--- config.mk ---
export PLATFORM = sky130hd
export DESIGN_NAME = univ_shift_reg_n_flat
export DESIGN_NICKNAME = d
export VERILOG_FILES = /design/src/rtl/univ_shift_reg_n_if.sv /design/src/rtl/univ_shift_reg_n.sv /design/src/flat_wrapper.sv
export SDC_FILE = /design/constraint.sdc
export NUM_CORES = 1
export LEC_CHECK = 0
export BUFFER_PORTS_ARGS = -buffer_cell sky130_fd_sc_hd__buf_2
export CORE_ASPECT_RATIO = 1.4
export CORE_MARGIN = 10
export CORE_UTILIZATION = 35
export CTS_CLUSTER_SIZE = 14
export DETAILED_ROUTE_END_ITERATION = 8
export HOLD_SLACK_MARGIN = 0.15
export PLACE_DENSITY = 0.7
export SLEW_MARGIN = 30
export SYNTH_ARGS = -nofsm -noshare
export SYNTH_HDL_FRONTEND = slang
export SYNTH_SLANG_ARGS = --single-unit
--- constraint.sdc ---
create_clock -name clk -period 1.6 [get_ports clk]
set_clock_uncertainty 0.2 [all_clocks]
set_input_delay 0.4 -clock clk [delete_from_list [all_inputs] [get_ports clk]]
set_output_delay 0.4 -clock clk [all_outputs]
set_load 0.1 [all_outputs]
--- src/rtl/univ_shift_reg_n_if.sv ---
// Universal shift register command/result bundle: a controller drives the command side,
// and the shift register returns its contents, serial taps and busy/done status.
interface univ_shift_reg_n_if #(
  parameter int WIDTH = 8,
  parameter int AMT_W = $clog2(WIDTH) + 1
);
  logic             start;
  logic [2:0]       mode;
  logic [AMT_W-1:0] amount;
  logic [WIDTH-1:0] parallel_in;
  logic             serial_in;
  logic [WIDTH-1:0] parallel_out;
  logic             serial_out_msb;
  logic             serial_out_lsb;
  logic             busy;
  logic             done;

  modport master (
    output start, mode, amount, parallel_in, serial_in,
    input  parallel_out, serial_out_msb, serial_out_lsb, busy, done
  );

  modport slave (
    input  start, mode, amount, parallel_in, serial_in,
    output parallel_out, serial_out_msb, serial_out_lsb, busy, done
  );
endinterface

--- src/rtl/univ_shift_reg_n.sv ---
// Parametrised universal shift register: load/hold/shift/rotate one operation at a time, with a start/busy/done handshake.
// Iterative by default (one step per cycle in RUN); defining SHIFT_BARREL_EN completes every operation on the accepting edge.
module univ_shift_reg_n #(
  parameter int WIDTH = 8,
  parameter int AMT_W = $clog2(WIDTH) + 1
) (
  input  logic                 clk,
  input  logic                 reset,
  univ_shift_reg_n_if.slave    bus
);

  localparam logic [2:0] MODE_HOLD = 3'd0;
  localparam logic [2:0] MODE_LOAD = 3'd1;
  localparam logic [2:0] MODE_SHL  = 3'd2;
  localparam logic [2:0] MODE_SHR  = 3'd3;
  localparam logic [2:0] MODE_ROL  = 3'd4;
  localparam logic [2:0] MODE_ROR  = 3'd5;
  localparam logic [2:0] MODE_ASR  = 3'd6;

  localparam logic [AMT_W-1:0] AMT_MAX = AMT_W'(WIDTH);

  typedef enum logic [1:0] {
    ST_IDLE = 2'd0,
    ST_RUN  = 2'd1,
    ST_DONE = 2'd2
  } state_t;

  state_t           state_q, state_d;
  logic [WIDTH-1:0] data_q, data_d;
  logic [AMT_W-1:0] cnt_q, cnt_d;
  logic [2:0]       mode_q, mode_d;
  logic             fill_q, fill_d;

  logic [AMT_W-1:0] count_c;
  logic             is_shift_c;

  function automatic logic [WIDTH-1:0] step1(input logic [WIDTH-1:0] v,
                                             input logic [2:0] m,
                                             input logic f);
    logic [WIDTH-1:0] r;
    r = v;
    case (m)
      MODE_SHL: r = {v[WIDTH-2:0], f};
      MODE_SHR: r = {f, v[WIDTH-1:1]};
      MODE_ROL: r = {v[WIDTH-2:0], v[WIDTH-1]};
      MODE_ROR: r = {v[0], v[WIDTH-1:1]};
      MODE_ASR: r = {v[WIDTH-1], v[WIDTH-1:1]};
      default:  r = v;
    endcase
    return r;
  endfunction

`ifdef SHIFT_BARREL_EN
  // Double-width concatenations let a single shift cover n == WIDTH without special cases.
  function automatic logic [WIDTH-1:0] barrel(input logic [WIDTH-1:0] v,
                                              input logic [2:0] m,
                                              input logic f,
                                              input logic [AMT_W-1:0] n);
    logic [2*WIDTH-1:0] cat;
    logic [WIDTH-1:0]   r;
    cat = '0;
    r   = v;
    case (m)
      MODE_SHL: begin cat = {v, {WIDTH{f}}} << n;        r = cat[2*WIDTH-1:WIDTH]; end
      MODE_SHR: begin cat = {{WIDTH{f}}, v} >> n;        r = cat[WIDTH-1:0];       end
      MODE_ROL: begin cat = {v, v} << n;                 r = cat[2*WIDTH-1:WIDTH]; end
      MODE_ROR: begin cat = {v, v} >> n;                 r = cat[WIDTH-1:0];       end
      MODE_ASR: begin cat = {{WIDTH{v[WIDTH-1]}}, v} >> n; r = cat[WIDTH-1:0];     end
      default:  r = v;
    endcase
    return r;
  endfunction
`endif

  assign count_c    = (bus.amount > AMT_MAX) ? AMT_MAX : bus.amount;
  assign is_shift_c = (bus.mode >= MODE_SHL) && (bus.mode <= MODE_ASR);

  always_comb begin
    state_d = state_q;
    data_d  = data_q;
    cnt_d   = cnt_q;
    mode_d  = mode_q;
    fill_d  = fill_q;
    case (state_q)
      ST_RUN: begin
        data_d = step1(data_q, mode_q, fill_q);
        cnt_d  = cnt_q - AMT_W'(1);
        if (cnt_q == AMT_W'(1)) begin
          state_d = ST_DONE;
        end
      end
      default: begin
        if (state_q == ST_DONE) begin
          state_d = ST_IDLE;
        end
        if (bus.start) begin
          mode_d  = bus.mode;
          fill_d  = bus.serial_in;
          state_d = ST_DONE;
          if (bus.mode == MODE_LOAD) begin
            data_d = bus.parallel_in;
          end else if (is_shift_c && (count_c != '0)) begin
`ifdef SHIFT_BARREL_EN
            data_d = barrel(data_q, bus.mode, bus.serial_in, count_c);
`else
            state_d = ST_RUN;
            cnt_d   = count_c;
`endif
          end
        end
      end
    endcase
  end

  // Reset also aborts an in-flight operation and discards its partial result.
  always_ff @(posedge clk) begin
    if (reset) begin
      state_q <= ST_IDLE;
      data_q  <= '0;
      cnt_q   <= '0;
      mode_q  <= MODE_HOLD;
      fill_q  <= 1'b0;
    end else begin
      state_q <= state_d;
      data_q  <= data_d;
      cnt_q   <= cnt_d;
      mode_q  <= mode_d;
      fill_q  <= fill_d;
    end
  end

  assign bus.parallel_out   = data_q;
  assign bus.serial_out_msb = data_q[WIDTH-1];
  assign bus.serial_out_lsb = data_q[0];
  assign bus.busy           = (state_q == ST_RUN);
  assign bus.done           = (state_q == ST_DONE);

endmodule

--- src/flat_wrapper.sv ---
// flat-port wrapper written by rule: the top's interface ports become plain ports
module univ_shift_reg_n_flat 
#(
  parameter int WIDTH = 8,
  parameter int AMT_W = $clog2(WIDTH) + 1
)
  (clk, reset, bus_start, bus_mode, bus_amount, bus_parallel_in, bus_serial_in, bus_parallel_out, bus_serial_out_msb, bus_serial_out_lsb, bus_busy, bus_done);
  univ_shift_reg_n_if #(.WIDTH(WIDTH), .AMT_W(AMT_W)) bus_i ();
  input  logic clk;
  input  logic reset;
  input wire logic [$bits(bus_i.start)-1:0] bus_start;
  input wire logic [$bits(bus_i.mode)-1:0] bus_mode;
  input wire logic [$bits(bus_i.amount)-1:0] bus_amount;
  input wire logic [$bits(bus_i.parallel_in)-1:0] bus_parallel_in;
  input wire logic [$bits(bus_i.serial_in)-1:0] bus_serial_in;
  output wire logic [$bits(bus_i.parallel_out)-1:0] bus_parallel_out;
  output wire logic [$bits(bus_i.serial_out_msb)-1:0] bus_serial_out_msb;
  output wire logic [$bits(bus_i.serial_out_lsb)-1:0] bus_serial_out_lsb;
  output wire logic [$bits(bus_i.busy)-1:0] bus_busy;
  output wire logic [$bits(bus_i.done)-1:0] bus_done;
  assign bus_i.start = bus_start;
  assign bus_i.mode = bus_mode;
  assign bus_i.amount = bus_amount;
  assign bus_i.parallel_in = bus_parallel_in;
  assign bus_i.serial_in = bus_serial_in;
  assign bus_parallel_out = bus_i.parallel_out;
  assign bus_serial_out_msb = bus_i.serial_out_msb;
  assign bus_serial_out_lsb = bus_i.serial_out_lsb;
  assign bus_busy = bus_i.busy;
  assign bus_done = bus_i.done;
  univ_shift_reg_n #(.WIDTH(WIDTH), .AMT_W(AMT_W)) u_core (.clk(clk), .reset(reset), .bus(bus_i));
endmodule
==> results.md <==
- Number of design-rule violations left by the first detailed-router iteration: 76
- Synth Cell Area: 0.00125 sq mm
- Hold violation total from the final report: 0
- Number of cells traversed by the worst register-to-register path: 4
- Chip Width: 70.6 um
- Synthesized area per cell: 7.79 sq um
- Fraction of synthesis flops using an asynchronous set or reset pin: 0%
- Number of port buffers: 30
- CP Depth: 4
- Total number of vias: 1453
- Worst Tran Pin Value: 328 ps
- Root buffer cell: clkbuf_8
- Drt wl/cell: 16.7 um
- Violations in the final reports: negative setup slack
- Global-route wire length before repair: 6.72 mm
- Cell breakdown of the critical path: nand2b_4 > inv_4 > buf_6 > buf_12
- Total track usage: 12.2%
- Sink count of the clock tree: 18
- Via count of the first global-routing pass: 1501
- Latest clock arrival within the worst-skew pair: 260 ps
- Highest clock rate: 602 MHz
- FF/Latch Area: 389 sq um
- Starting density of the core: 36.8%
- Final net count: 239
- Multi-input gate area: 993 sq um
- Worst Hold Slack: 193 ps
- ANT cells: 0
- CTS tree: built
- Number of distinct library cells after synthesis: 47
- Number of H-tree levels: 1
- CTS Hold Buffers Added: 0
- Initial antenna violation count: 0
- CP Class: reg2out
- Core Region: 0.00341 sq mm
- Outcome: finished with violations
- Post-route fraction of the period consumed by the critical path: 104%
- Setup repair after global routing missed its margin: true
- Post-synth EDFFs: 0
- Clock period minus final worst setup slack: 1660 ps
- Count of cells along the worst hold path: 3
- Pwr Total: 0.00159 W
- Hpwl dp: 2.91 mm
- Total of flip-flops plus latches after synthesis: 18
- Required time of the critical path: 1000 ps
- Slowest stage delay, CP: 330 ps
- CP arrival: 1060 ps
- Synth Warn #: 0
- Number of ports placed on the die boundary: 31
- Remaining routing DRC violations: 0
- Overflow left after global routing: 0
- Total nets after synthesis: 182
- CP Max Fanout: 4
- Per-cell via count in the routed design: 5.65
- Post-detailed-route count of antenna-violating nets: 0
- First-pass detailed-route iteration total: 4
- Crit path buffers/inverters: 3
- Row Count: 25
- Reg-to-reg critical path endpoint: u_core.bus.parallel_out[3]
- Min-Delay Endpoint: u_core.fill_q
- Type of origin of the critical path: flop
- Max-cap violation count: 0
- Finish-stage setup viols: 6
- Fillers: 292
- FF-to-FF setup slack: -40 ps
- Gate count of the mapped netlist: 161
- Largest net degree at the start of global routing: 18
- Die Ht: 90.8 um
- Critical register-to-register path startpoint: u_core.mode_q[2]
- Die Footprint: 0.00641 sq mm
- Slowest cell on the critical path: dfxtp_2
- Leak pwr: 0.826 nW
- Setup slack after layout: -61.8 ps
- Final Slew Violations: 0
- Final RePlAce weighted congestion: 0.852
- Maximum buffer depth of the clock tree: 2
- Relative slew slack: 77.9%
- Peak supply drop: 0.000609 V
- Post-synth top flop: dfxtp_1
- Classification of the worst-slack hold path: in2reg
- Clock buffer count from CTS: 3
- Family of cells with the greatest summed delay on the critical path: flip-flops
- Share of synthesized area occupied by flip-flops and latches: 28.7%
- Growth of design area from synthesis to finish: 72.4%
- Hold Startpoint: bus_serial_in
- Crit path capture type: output port
- Share of cells above drive strength 1: 55.8%
- Total routed wirelength: 4.29 mm
- P per Cell Area: 735 mW/mm^2
- Reg clk slew, reported paths: 70 ps
[logic make-up after synthesis]
group / count (synthesis) / synth area share (%)
AND/OR/NAND/NOR: 63 / 27.5
AO/OA/AOI/OAI: 51 / 29.1
buffers and inverters: 23 / 9.58
flip-flops: 18 / 28.7
adder cells (fa/ha/maj): 3 / 2.79
XOR/XNOR: 2 / 1.40
multiplexers: 1 / 0.798
[flip-flops by register name, summed over array words and instances (netlist names)]
signal / count
u_core.cnt_q: 4
u_core.state_q: 2
u_core.bus.parallel_out: 8
u_core.mode_q: 3
u_core.fill_q: 1
[routing by layer]
metal | global-route usage (%) | up-vias | wire length (um)
li1 | - | 711 | -
met1 | 12.4 | 693 | 1600
met2 | 21.5 | 37 | 2350
met3 | 3.63 | 12 | 218
met4 | 6.15 | 0 | 122
met5 | 0 | - | 0
[worst max path at each step]
stage	start	end	slack (ps)
after floorplan	bus_amount[1]	u_core.cnt_q[2]	-130
after global placement	bus_amount[1]	u_core.cnt_q[2]	-260
after detailed placement	bus_amount[1]	u_core.cnt_q[2]	-290
after CTS	u_core.state_q[1]	bus_busy	-60
after global routing	u_core.mode_q[1]	u_core.bus.parallel_out[3]	-110
final	u_core.state_q[1]	bus_busy	-60
[cells in the final DEF (no fill, tap or decap), types with 2 or more instances in the layout]
master,Yosys,routed
dfxtp_1,18,5
or2_4,0,4
nor2_1,12,12
nand2_1,13,13
nor2b_1,5,3
buf_4,2,26
nor3_1,2,2
inv_1,9,9
a31oi_4,0,4
dfxtp_2,0,8
nand2b_4,0,2
a211oi_1,3,3
buf_12,0,12
nand3_1,9,8
nor3b_1,3,2
buf_2,3,17
a21oi_1,7,5
a21oi_2,0,2
or2_2,6,2
dfxtp_4,0,5
buf_6,0,10
o32ai_2,0,7
ha_1,2,2
a221oi_1,3,2
a31oi_2,0,3
o21ai_1,0,2
clkbuf_8,2,4
o211ai_1,10,10
[final cells by class]
| cell class | instances | share of cell area (%) |
|---|---|---|
| well taps | 40 | 2.32 |
| inverters | 10 | 1.85 |
| repair buffers | 65 | 29.3 |
| flip-flops and latches | 18 | 18.0 |
| clock buffers | 4 | 2.55 |
| multi-input cells | 120 | 46.0 |
[power breakdown]
part	internal [W]	switching, W	total, W
Combinational	0.000306	0.000361	0.000666
Clock	0.000219	0.000167	0.000387
Sequential	0.000483	0.0000532	0.000536
[cell usage after synthesis (4+ instances only)]
cell | count | area share [%]
dfxtp_1 | 18 | 29
nand3_1 | 9 | 3.6
o32ai_1 | 7 | 4.9
nand2_1 | 13 | 3.9
a31oi_1 | 8 | 4.0
nor2b_1 | 5 | 2.5
a21oi_1 | 7 | 2.8
nor2_1 | 12 | 3.6
inv_1 | 9 | 2.7
o211ai_1 | 10 | 6.0
or2_2 | 6 | 3.0
o21ai_0 | 4 | 1.6
[worst min-delay path: stages]
cell	delay, ps
buf_2	100
nand3_1	60
a21oi_1	50
[metrics by stage]
| stage | cells | TNS (ps) | setup WS (ps) | cell area (sq um) | utilization [%] |
|---|---|---|---|---|---|
| global route | 257 | -914 | -109 | 2160 | 63.4 |
| detailed placement | 248 | -2510 | -292 | 1820 | 53.2 |
| CTS | 256 | -105 | -57.1 | 1950 | 57.2 |
| floorplan | 161 | -160 | -133 | 1290 | - |
| finish | 257 | -212 | -61.8 | 2160 | 63.4 |
| global placement | 248 | -2220 | -257 | 1820 | 53.2 |
[timing repair]
action | CTS | global route
endpoints found under the setup margin | 11 | 13
endpoints found under the hold margin | 0 | 0
resized for setup | 14 | 41
pin swaps | 2 | 13
buffers inserted | 4 | 1
Power figures use the tool's default switching activity.
